## src/rtl/core_pkg.sv

```systemverilog
// rtl/core_pkg.sv - shared core types: instruction size, fetch-queue entry, jump kinds
package core_pkg;

    localparam int XLEN        = 32;
    localparam int INSTR_BYTES = 4;

    typedef struct packed {
        logic [XLEN-1:0] pc;
        logic [XLEN-1:0] instr;
    } fq_entry_t;

    typedef enum logic [2:0] {
        JUMP_NOP,
        JUMP_BEQ,
        JUMP_JAL,
        JUMP_JR,
        JUMP_J
    } jump_t;

endpackage

```

## src/rtl/fetch_fifo.sv

```systemverilog
// rtl/fetch_fifo.sv - synchronous fetch queue with flush, occupancy count and register-file head
module fetch_fifo import core_pkg::*; #(
    parameter type entry_t = fq_entry_t,
    parameter int  DEPTH   = 4
) (
    input  logic                       clk,
    input  logic                       rst,
    input  logic                       push,
    input  entry_t                     push_data,
    input  logic                       pop,
    input  logic                       flush,
    output entry_t                     head,
    output logic                       head_valid,
    output logic [$clog2(DEPTH+1)-1:0] count
);

    localparam int AW = $clog2(DEPTH);
    localparam int CW = $clog2(DEPTH + 1);

    entry_t          mem [DEPTH];
    logic [AW-1:0]   wr_ptr;
    logic [AW-1:0]   rd_ptr;
    logic            do_push;
    logic            do_pop;

    assign do_push    = push && (count != CW'(DEPTH));
    assign do_pop     = pop && (count != '0);
    assign head       = mem[rd_ptr];
    assign head_valid = (count != '0);

    always_ff @(posedge clk) begin
        if (do_push) begin
            mem[wr_ptr] <= push_data;
        end
    end

    // Flush drops everything, including a push or pop landing in the same cycle.
    always_ff @(posedge clk) begin
        if (rst || flush) begin
            wr_ptr <= '0;
            rd_ptr <= '0;
            count  <= '0;
        end else begin
            if (do_push) wr_ptr <= wr_ptr + 1'b1;
            if (do_pop)  rd_ptr <= rd_ptr + 1'b1;
            count <= count + CW'(do_push) - CW'(do_pop);
        end
    end

endmodule

```

## src/rtl/fetch_unit.sv

```systemverilog
// rtl/fetch_unit.sv - decoupled instruction fetch front end; FETCH_PERF_EN builds the perf counters
module fetch_unit import core_pkg::*; #(
    parameter int               DWIDTH    = 32,
    parameter int               FQ_DEPTH  = 4,
    parameter int               MAX_OUTST = 2,
    parameter logic [DWIDTH-1:0] RESET_PC = '0
) (
    input  logic              clk,
    input  logic              rst,
    output logic              imem_req_valid,
    input  logic              imem_req_ready,
    output logic [DWIDTH-1:0] imem_req_addr,
    input  logic              imem_rsp_valid,
    input  logic [DWIDTH-1:0] imem_rsp_data,
    output logic              instr_valid,
    input  logic              instr_ready,
    output logic [DWIDTH-1:0] instr_data,
    output logic [DWIDTH-1:0] instr_pc,
    input  logic              redirect_valid,
    input  logic [DWIDTH-1:0] redirect_pc,
    output logic [31:0]       perf_fetched,
    output logic [31:0]       perf_redirects
);

    typedef struct packed {
        logic [DWIDTH-1:0] pc;
        logic [DWIDTH-1:0] instr;
    } entry_t;

    localparam int OW = $clog2(MAX_OUTST + 1);
    localparam int CW = $clog2(FQ_DEPTH + 1);

    logic [DWIDTH-1:0] fetch_pc;
    logic [DWIDTH-1:0] rsp_pc;
    logic [DWIDTH-1:0] target_pc;
    logic [OW-1:0]     outst;
    logic [OW-1:0]     outst_next;
    logic [OW-1:0]     drop;
    logic [CW-1:0]     fq_count;
    logic              accept;
    logic              push;
    logic              pop;
    logic              head_valid;
    entry_t            head;

    // Credit: every live (non-dropped) request already owns a queue slot, so the queue never overflows.
    assign imem_req_valid = !rst && !redirect_valid && (int'(outst) < MAX_OUTST)
                            && (int'(outst - drop) + int'(fq_count) < FQ_DEPTH);
    assign imem_req_addr  = fetch_pc;
    assign accept         = imem_req_valid && imem_req_ready;
    assign outst_next     = outst + OW'(accept) - OW'(imem_rsp_valid);
    assign push           = imem_rsp_valid && (drop == '0);
    assign target_pc      = redirect_pc & ~DWIDTH'(3);

    assign instr_valid = head_valid && !rst;
    assign instr_data  = head.instr;
    assign instr_pc    = head.pc;
    assign pop         = instr_valid && instr_ready;

    // rsp_pc tracks the fetch PC of the oldest live request; responses return in order.
    always_ff @(posedge clk) begin
        if (rst) begin
            fetch_pc <= RESET_PC;
            rsp_pc   <= RESET_PC;
            outst    <= '0;
            drop     <= '0;
        end else begin
            outst <= outst_next;
            if (redirect_valid) begin
                fetch_pc <= target_pc;
                rsp_pc   <= target_pc;
                drop     <= outst_next;
            end else begin
                if (accept)                              fetch_pc <= fetch_pc + DWIDTH'(INSTR_BYTES);
                if (push)                                rsp_pc   <= rsp_pc + DWIDTH'(INSTR_BYTES);
                if (imem_rsp_valid && (drop != '0))      drop     <= drop - 1'b1;
            end
        end
    end

    fetch_fifo #(
        .entry_t (entry_t),
        .DEPTH   (FQ_DEPTH)
    ) u_fifo (
        .clk        (clk),
        .rst        (rst),
        .push       (push),
        .push_data  ('{pc: rsp_pc, instr: imem_rsp_data}),
        .pop        (pop),
        .flush      (redirect_valid),
        .head       (head),
        .head_valid (head_valid),
        .count      (fq_count)
    );

`ifdef FETCH_PERF_EN
    logic [31:0] fetched_q;
    logic [31:0] redirects_q;

    always_ff @(posedge clk) begin
        if (rst) begin
            fetched_q   <= '0;
            redirects_q <= '0;
        end else begin
            if (pop)            fetched_q   <= fetched_q + 32'd1;
            if (redirect_valid) redirects_q <= redirects_q + 32'd1;
        end
    end

    assign perf_fetched   = fetched_q;
    assign perf_redirects = redirects_q;
`else
    assign perf_fetched   = '0;
    assign perf_redirects = '0;
`endif

endmodule

```

## config.mk

```make
export PLATFORM = sky130hd
export DESIGN_NAME = fetch_unit
export DESIGN_NICKNAME = d
export VERILOG_FILES = /design/src/rtl/core_pkg.sv /design/src/rtl/fetch_fifo.sv /design/src/rtl/fetch_unit.sv
export SDC_FILE = /design/constraint.sdc
export NUM_CORES = 1
export LEC_CHECK = 0
export CORE_MARGIN = 2
export CORE_UTILIZATION = 55
export CTS_BUF_LIST = sky130_fd_sc_hd__clkbuf_4
export DETAILED_ROUTE_END_ITERATION = 8
export PLACE_DENSITY = 0.82
export SYNTH_ARGS = -nofsm -noshare
export SYNTH_HDL_FRONTEND = slang
export SYNTH_SLANG_ARGS = --single-unit
```

## constraint.sdc

```tcl
create_clock -name clk -period 4.15 [get_ports clk]
set_input_delay 1.245 -clock clk [delete_from_list [all_inputs] [get_ports clk]]
set_output_delay 1.245 -clock clk [all_outputs]
set_load 0.005 [all_outputs]
```

== Yosys cells after proc, flatten, opt, wreduce, memory -nomap -nowiden ==
Memory sizes are Yosys's and may differ from the RTL's. A register that Yosys moved wholly into a read port is not among the register bits.
Cells that the tools add are included.

* Flip-flop bits (word level): 75
* Latch bits: 0
* Memory bits (writable): 256
* ROM bits: 0
* Output and inout port bits: 162
* Memories: 1

{| class="wikitable"
|+ Memory list
! name !! words !! width !! rd ports !! clocked after Yosys merged registers in !! wr ports !! line !! source
|-
| u_fifo.mem || 4 || 64 || 1 || 1 || 1 || fetch_fifo.sv:20 || <nowiki>entry_t mem [DEPTH];</nowiki>
|}

* Add/sub/neg operators: 11
* Multiply operators: 0
* Divide/modulo/power cells: 0
* $lt $le $gt $ge: 2
* Equal/unequal tests: 1
* Shifts and indexed selects: 0
* Muxes and demuxes: 10
* Bitwise logic cells: 0
* Reductions and logical operators: 20

{| class="wikitable"
|+ Operators with widths
! cell !! number
|-
| $mux W32 || 4
|-
| $add A32 B3 Y32 const B || 2
|-
| $logic_and A1 B1 Y1 || 10
|-
| $mux W2 || 4
|-
| $reduce_bool A2 Y1 || 4
|-
| $add A3 B4 Y5 || 1
|-
| $lt A5 B4 Y1 const B || 1
|-
| $add A2 B1 Y2 const B || 2
|-
| $add A3 B1 Y3 || 1
|-
| $ne A3 B3 Y1 const B || 1
|-
| $reduce_bool A3 Y1 || 1
|-
| $sub A2 B2 Y3 || 1
|-
| $sub A3 B1 Y3 || 1
|-
| $add A2 B1 Y2 || 1
|-
| $logic_not A1 Y1 || 2
|-
| $logic_not A2 Y1 || 1
|-
| $lt A2 B2 Y1 const B || 1
|-
| $mux W1 || 2
|-
| $reduce_or A2 Y1 || 1
|-
| $sub A2 B1 Y2 || 1
|-
| $sub A2 B1 Y2 const B || 1
|-
| $logic_or A1 B1 Y1 || 1
|}

== Logic depth before layout (Yosys ltp) ==
* Word-level depth: 8
* Depth in mapped cells: 16
* Gate-level depth less buffers: 16

== Cells and area by module ==
A second synthesis with hierarchy kept.

* Cells, all modules: 895
* Area total of the unflattened synthesis: 13990.9 um2

{| class="wikitable"
|+ By module, submodules not included
! module !! instances !! cells an instance !! area each (um2) !! sequential area each (um2)
|-
| fetch_fifo || 1 || 380 || 9770.6 || 7867.5
|-
| fetch_unit || 1 || 515 || 4220.3 || 1281.2
|}

== Least setup slack after synthesis ==
Ideal clock, no wire load.

* Kind: input -> register
* From: in imem_rsp_valid
* To: mem u_fifo.mem[1][0] (netlist name), enable pin
* Library setup time: 0.426 ns
* Arrival time: 3.308 ns
* Setup slack: 0.415 ns
* Stages on the path: 3
* Buffers on the path: 0
* Path through: nand2_1 > a21oi_1 > and2_1

* Word-level cells in the longest chain between the ends: 4

{| class="wikitable"
|+ Ends and longest elaborated chain
! element !! line !! source
|-
| from (decl) || fetch_unit.sv:13 || <nowiki>input logic imem_rsp_valid,</nowiki>
|-
| $logic_and A1 B1 Y1 || fetch_unit.sv:52 || <nowiki>assign push = imem_rsp_valid && (drop == '0);</nowiki>
|-
| $logic_and A1 B1 Y1 || fetch_fifo.sv:26 || <nowiki>assign do_push = push && (count != CW'(DEPTH));</nowiki>
|-
| named net u_fifo.do_push || fetch_fifo.sv:23 || <nowiki>logic do_push;</nowiki>
|-
| $mux W1 || fetch_fifo.sv:32 || <nowiki>if (do_push) begin</nowiki>
|-
| $mux W1 (not written as such) || fetch_fifo.sv:33 || <nowiki>mem[wr_ptr] <= push_data;</nowiki>
|-
| to (decl) || fetch_fifo.sv:20 ||
|}

The timed path passes the listed nets, and every way through them passes these cells.

== Worst setup path after layout ==
* From: reg drop[0]
* To: out imem_req_valid

* Word-level cells in the longest chain between the ends: 4

{| class="wikitable"
|+ Ends and longest elaborated chain
! element !! line !! source
|-
| from (decl) || fetch_unit.sv:38 || <nowiki>logic [OW-1:0] drop;</nowiki>
|-
| from (signal assigned) || fetch_unit.sv:72 || <nowiki>drop <= outst_next;</nowiki>
|-
| from (signal assigned) || fetch_unit.sv:76 || <nowiki>if (imem_rsp_valid && (drop != '0)) drop <= drop - 1'b1;</nowiki>
|-
| $sub A2 B2 Y3 || fetch_unit.sv:48 || <nowiki>&& (int'(outst - drop) + int'(fq_count) < FQ_DEPTH);</nowiki>
|-
| $add A3 B4 Y5 || fetch_unit.sv:48 ||
|-
| $lt A5 B4 Y1 || fetch_unit.sv:48 ||
|-
| $logic_and A1 B1 Y1 || fetch_unit.sv:48 ||
|-
| to (decl) || fetch_unit.sv:10 || <nowiki>output logic imem_req_valid,</nowiki>
|}

Every way passes these cells.

==> flow_metrics.py <==
metrics = {
    "drt": {
        "wl_um": 27800,
        "vias": 8291,
        "drc": 0,
        "wire_per_inst_um": 18.4,
        "first_pass_iters": 5,
        "drtIter0Drc": 653,
        "final_antenna_net_count": 0,
        "vias_per_cell": 5.51,
    },
    "pwr": {
        "comb_power_share": 0.112,
        "pwr-share-seq": 0.529,
        "powerDensity_mw_per_mm2": 432,
        "p_sw_frac": 0.234,
        "p_leak_nw": 5.61,
        "switchingPower_mw": 1.66,
        "internal_power_mw": 5.44,
        "vdd_drop_max_uv": 190,
        "p_clk_frac": 0.359,
    },
    "clocking": {
        "htreeDepth": 3,
        "cts_root_buf": "clkbuf_4",
        "cts_buffers": 81,
        "hold_buffers": 0,
        "numClockSinks": 321,
        "tritoncts": "yes",
        "post_cts_buffers": 0,
        "clk_pin_slew_worst_paths_ns": 0.06,
        "cts_max_path_buffers": 3,
        "clk_latency_ns": 0.65,
    },
    "die": {
        "start_util": 0.558,
        "num_rows": 57,
        "dieArea_mm2": 0.0259,
        "io_pins": 232,
        "die_w_um": 161,
        "core_area_mm2": 0.0242,
        "fp.dieH_um": 161,
    },
    "setup_path": {
        "critical_path.max_stage_delay_ns": 0.45,
        "worstPathRequired_ns": 2.90,
        "cp_slowest_cell": "fa_1",
        "end_kind": "output pin",
        "cp_data_arrival_time_ns": 2.76,
        "crit_chain": "ha_4 -> inv_2 -> fa_1 -> ha_1 -> and4b_1 -> nor3_4 -> nor3b_2 -> buf_2",
        "cp_top_family": "adder cells",
        "path_max_fanout": 2,
        "start_kind": "register",
        "crit_buf_inv": 2,
        "path_class": "register to output pin",
    },
    "sta": {
        "hold_viol": 0,
        "fmax_mhz": 249,
        "setup_viol_count_final": 0,
        "worst_pin_slew_ns": 0.759,
        "slew_violations": 0,
        "holdWs_ns": 0.515,
        "rsz0062_at_grt": "false",
        "fin_skew_ns": 0.0385,
        "finalCritPeriodShare": 0.966,
        "min_period_ns": 4.01,
        "maxSlewHeadroom": 0.493,
        "tns_ns": 0,
    },
    "global_route": {
        "grt_overflow_total": 0,
        "grt_pass1_vias": 8451,
        "grt_start_max_net_pins": 56,
        "grt_pass1_wl_um": 43700,
        "antenna_found_initial": 0,
        "grt_use_total": 0.216,
    },
    "place": {
        "placedCellCount": 1365,
        "place.gp.congestion": 0.897,
        "dp_hpwl_um": 17700,
        "portBuffers": 161,
    },
    "layout": {
        "layout_commonest_cell": "edfxtp_1",
        "layout_common_cells": "edfxtp_1, clkdlybuf4s50_1, clkbuf_4, dfxtp_1, conb_1",
        "drive_gt1_frac": 0.199,
        "syn_to_final_growth_pct": 21.4,
        "diodes": 0,
        "seq_area_mm2": 0.00891,
        "instances_no_fill": 1506,
        "nNetsFinal": 1209,
        "multi_input_area_mm2": 0.00414,
        "finalCoreUtilization": 0.678,
        "fill_cells": 1741,
    },
    "synth": {
        "synth-edff-count": 248,
        "synth_compound_area_frac": 0.0477,
        "synth_area_mm2": 0.0135,
        "ys_warn_count": 0,
        "yosysSeqAreaShare": 0.658,
        "synth-simple-area-share": 0.0914,
        "synth_ff_type": "edfxtp_1",
        "synth_seq_cells": 321,
        "synth_top_family_by_area": "multiplexers",
        "syn-instance-count": 895,
        "synth_area_per_cell_um2": 15.1,
        "synth-async-reset-ratio": 0,
        "synth_mux_area_frac": 0.108,
        "synthXorXnorAreaFrac": 0.0220,
        "synthAdderAreaFrac": 0.0158,
        "yosysUniqueCellTypes": 59,
    },
    "job": {
        "drv_cap": 0,
    },
    "status": {
        "status": "finished clean",
    },
    "worst_hold_path": {
        "hold_class": "register to register",
    },
}
[worst register-to-register path: stages, from the launching register on]
cell and delay (ns):
dfxtp_1 0.38, ha_4 0.15, inv_2 0.03, fa_1 0.45, ha_1 0.32, and4b_1 0.23
nor3_4 0.22, buf_4 0.26, and2_1 0.19, inv_2 0.10, ha_1 0.29, inv_1 0.04
ha_1 0.17, xnor2_1 0.15, nor2_1 0.07, nand2_1 0.09, o21ai_0 0.07
[state kept, by name, summed over array words and instances (netlist names), named ones only]
name and cells:
imem_req_addr 30, rsp_pc 30, drop 2, outst 2, u_fifo.mem 248, u_fifo.wr_ptr 2, u_fifo.rd_ptr 2, u_fifo.count 3
[layer usage]
| metal | track usage | wire length, um | vias to the layer above |
|---|---|---|---|
| li1 | - | - | 3843 |
| met1 | 0.294 | 11800 | 4026 |
| met2 | 0.341 | 13300 | 364 |
| met3 | 0.0496 | 2050 | 58 |
| met4 | 0.0905 | 657 | 0 |
| met5 | 0 | 0 | - |
[logic make-up (layout without fill, tap and decap cells)]
family / after synthesis / count (layout)
DFF: 321 / 321
muxes: 68 / 68
and+or+nand+nor: 226 / 226
buffers and inverters: 134 / 354
xor gates and xnor gates: 34 / 34
other: 1 / 68
adders and majority gates: 16 / 16
AOI/OAI and AO/OA: 95 / 95
[layout make-up]
class                           instances  area share
Clock buffer                          110      0.0502
Timing Repair Buffer                  185       0.114
Sequential cell                       321       0.542
Tap cell                              324      0.0247
Inverter                               28     0.00639
Multi-Input combinational cell        507       0.252
Clock inverter                         31      0.0106
[through the flow]
| stage | total power, mW | cell area (um^2) | worst slack [ns] |
|---|---|---|---|
| global route | 7.42 | 16400 | 0.00941 |
| floorplan | 4.21 | 13800 | 0.415 |
| detailed placement | 4.61 | 15400 | 0.112 |
| global placement | 4.58 | 15400 | 0.170 |
| CTS | 7.17 | 16400 | 0.0548 |
| finish | 7.10 | 16400 | 0.141 |
[synth_stat cells, drive strengths merged (10+ instances only)]
cell type	n	area share
edfxtp	248	0.55
buf	85	0.044
dfxtp	73	0.11
mux4	62	0.10
nor2	50	0.014
nand2	44	0.012
nand3	33	0.012
nand4	29	0.014
inv	28	0.0078
a21oi	22	0.0081
clkbuf	21	0.0058
a31oi	20	0.0092
xnor2	19	0.012
xor2	15	0.0097
ha	13	0.012
a211oi	12	0.0067
and3	11	0.0051
nor3	11	0.0053
or3	11	0.0051
o211ai	10	0.0055
[final timing paths]
kind,startpoint,end,slack (ns),cells past startpoint
worst max-delay path,drop[0]$_SDFFE_PP0P_,imem_req_valid,0.14,8
worst min-delay path,imem_req_addr[18]$_SDFFE_PP0P_,imem_req_addr[18]$_SDFFE_PP0P_,0.51,2
worst max register to register,drop[0]$_SDFFE_PP0P_,drop[1]$_SDFFE_PP0P_,0.83,16
worst min register to register,imem_req_addr[18]$_SDFFE_PP0P_,imem_req_addr[18]$_SDFFE_PP0P_,0.51,2
[power by group through the flow]
stage          Sequential, mW  Combinational, mW  Clock (mW)
2_1_floorplan            3.80              0.415           0
3_3_place_gp             3.81              0.769           0
3_5_place_dp             3.82              0.787           0
4_1_cts                  3.75              0.793        2.63
5_1_grt                  3.77              0.860        2.79
6_report                 3.76              0.792        2.55
[repair_timing]
action	4_1_cts	5_1_grt
resized for setup	7	5
pin swaps	1	3
setup endpoints to repair	1	1
Note: power is estimated with default switching activity, not from simulation.
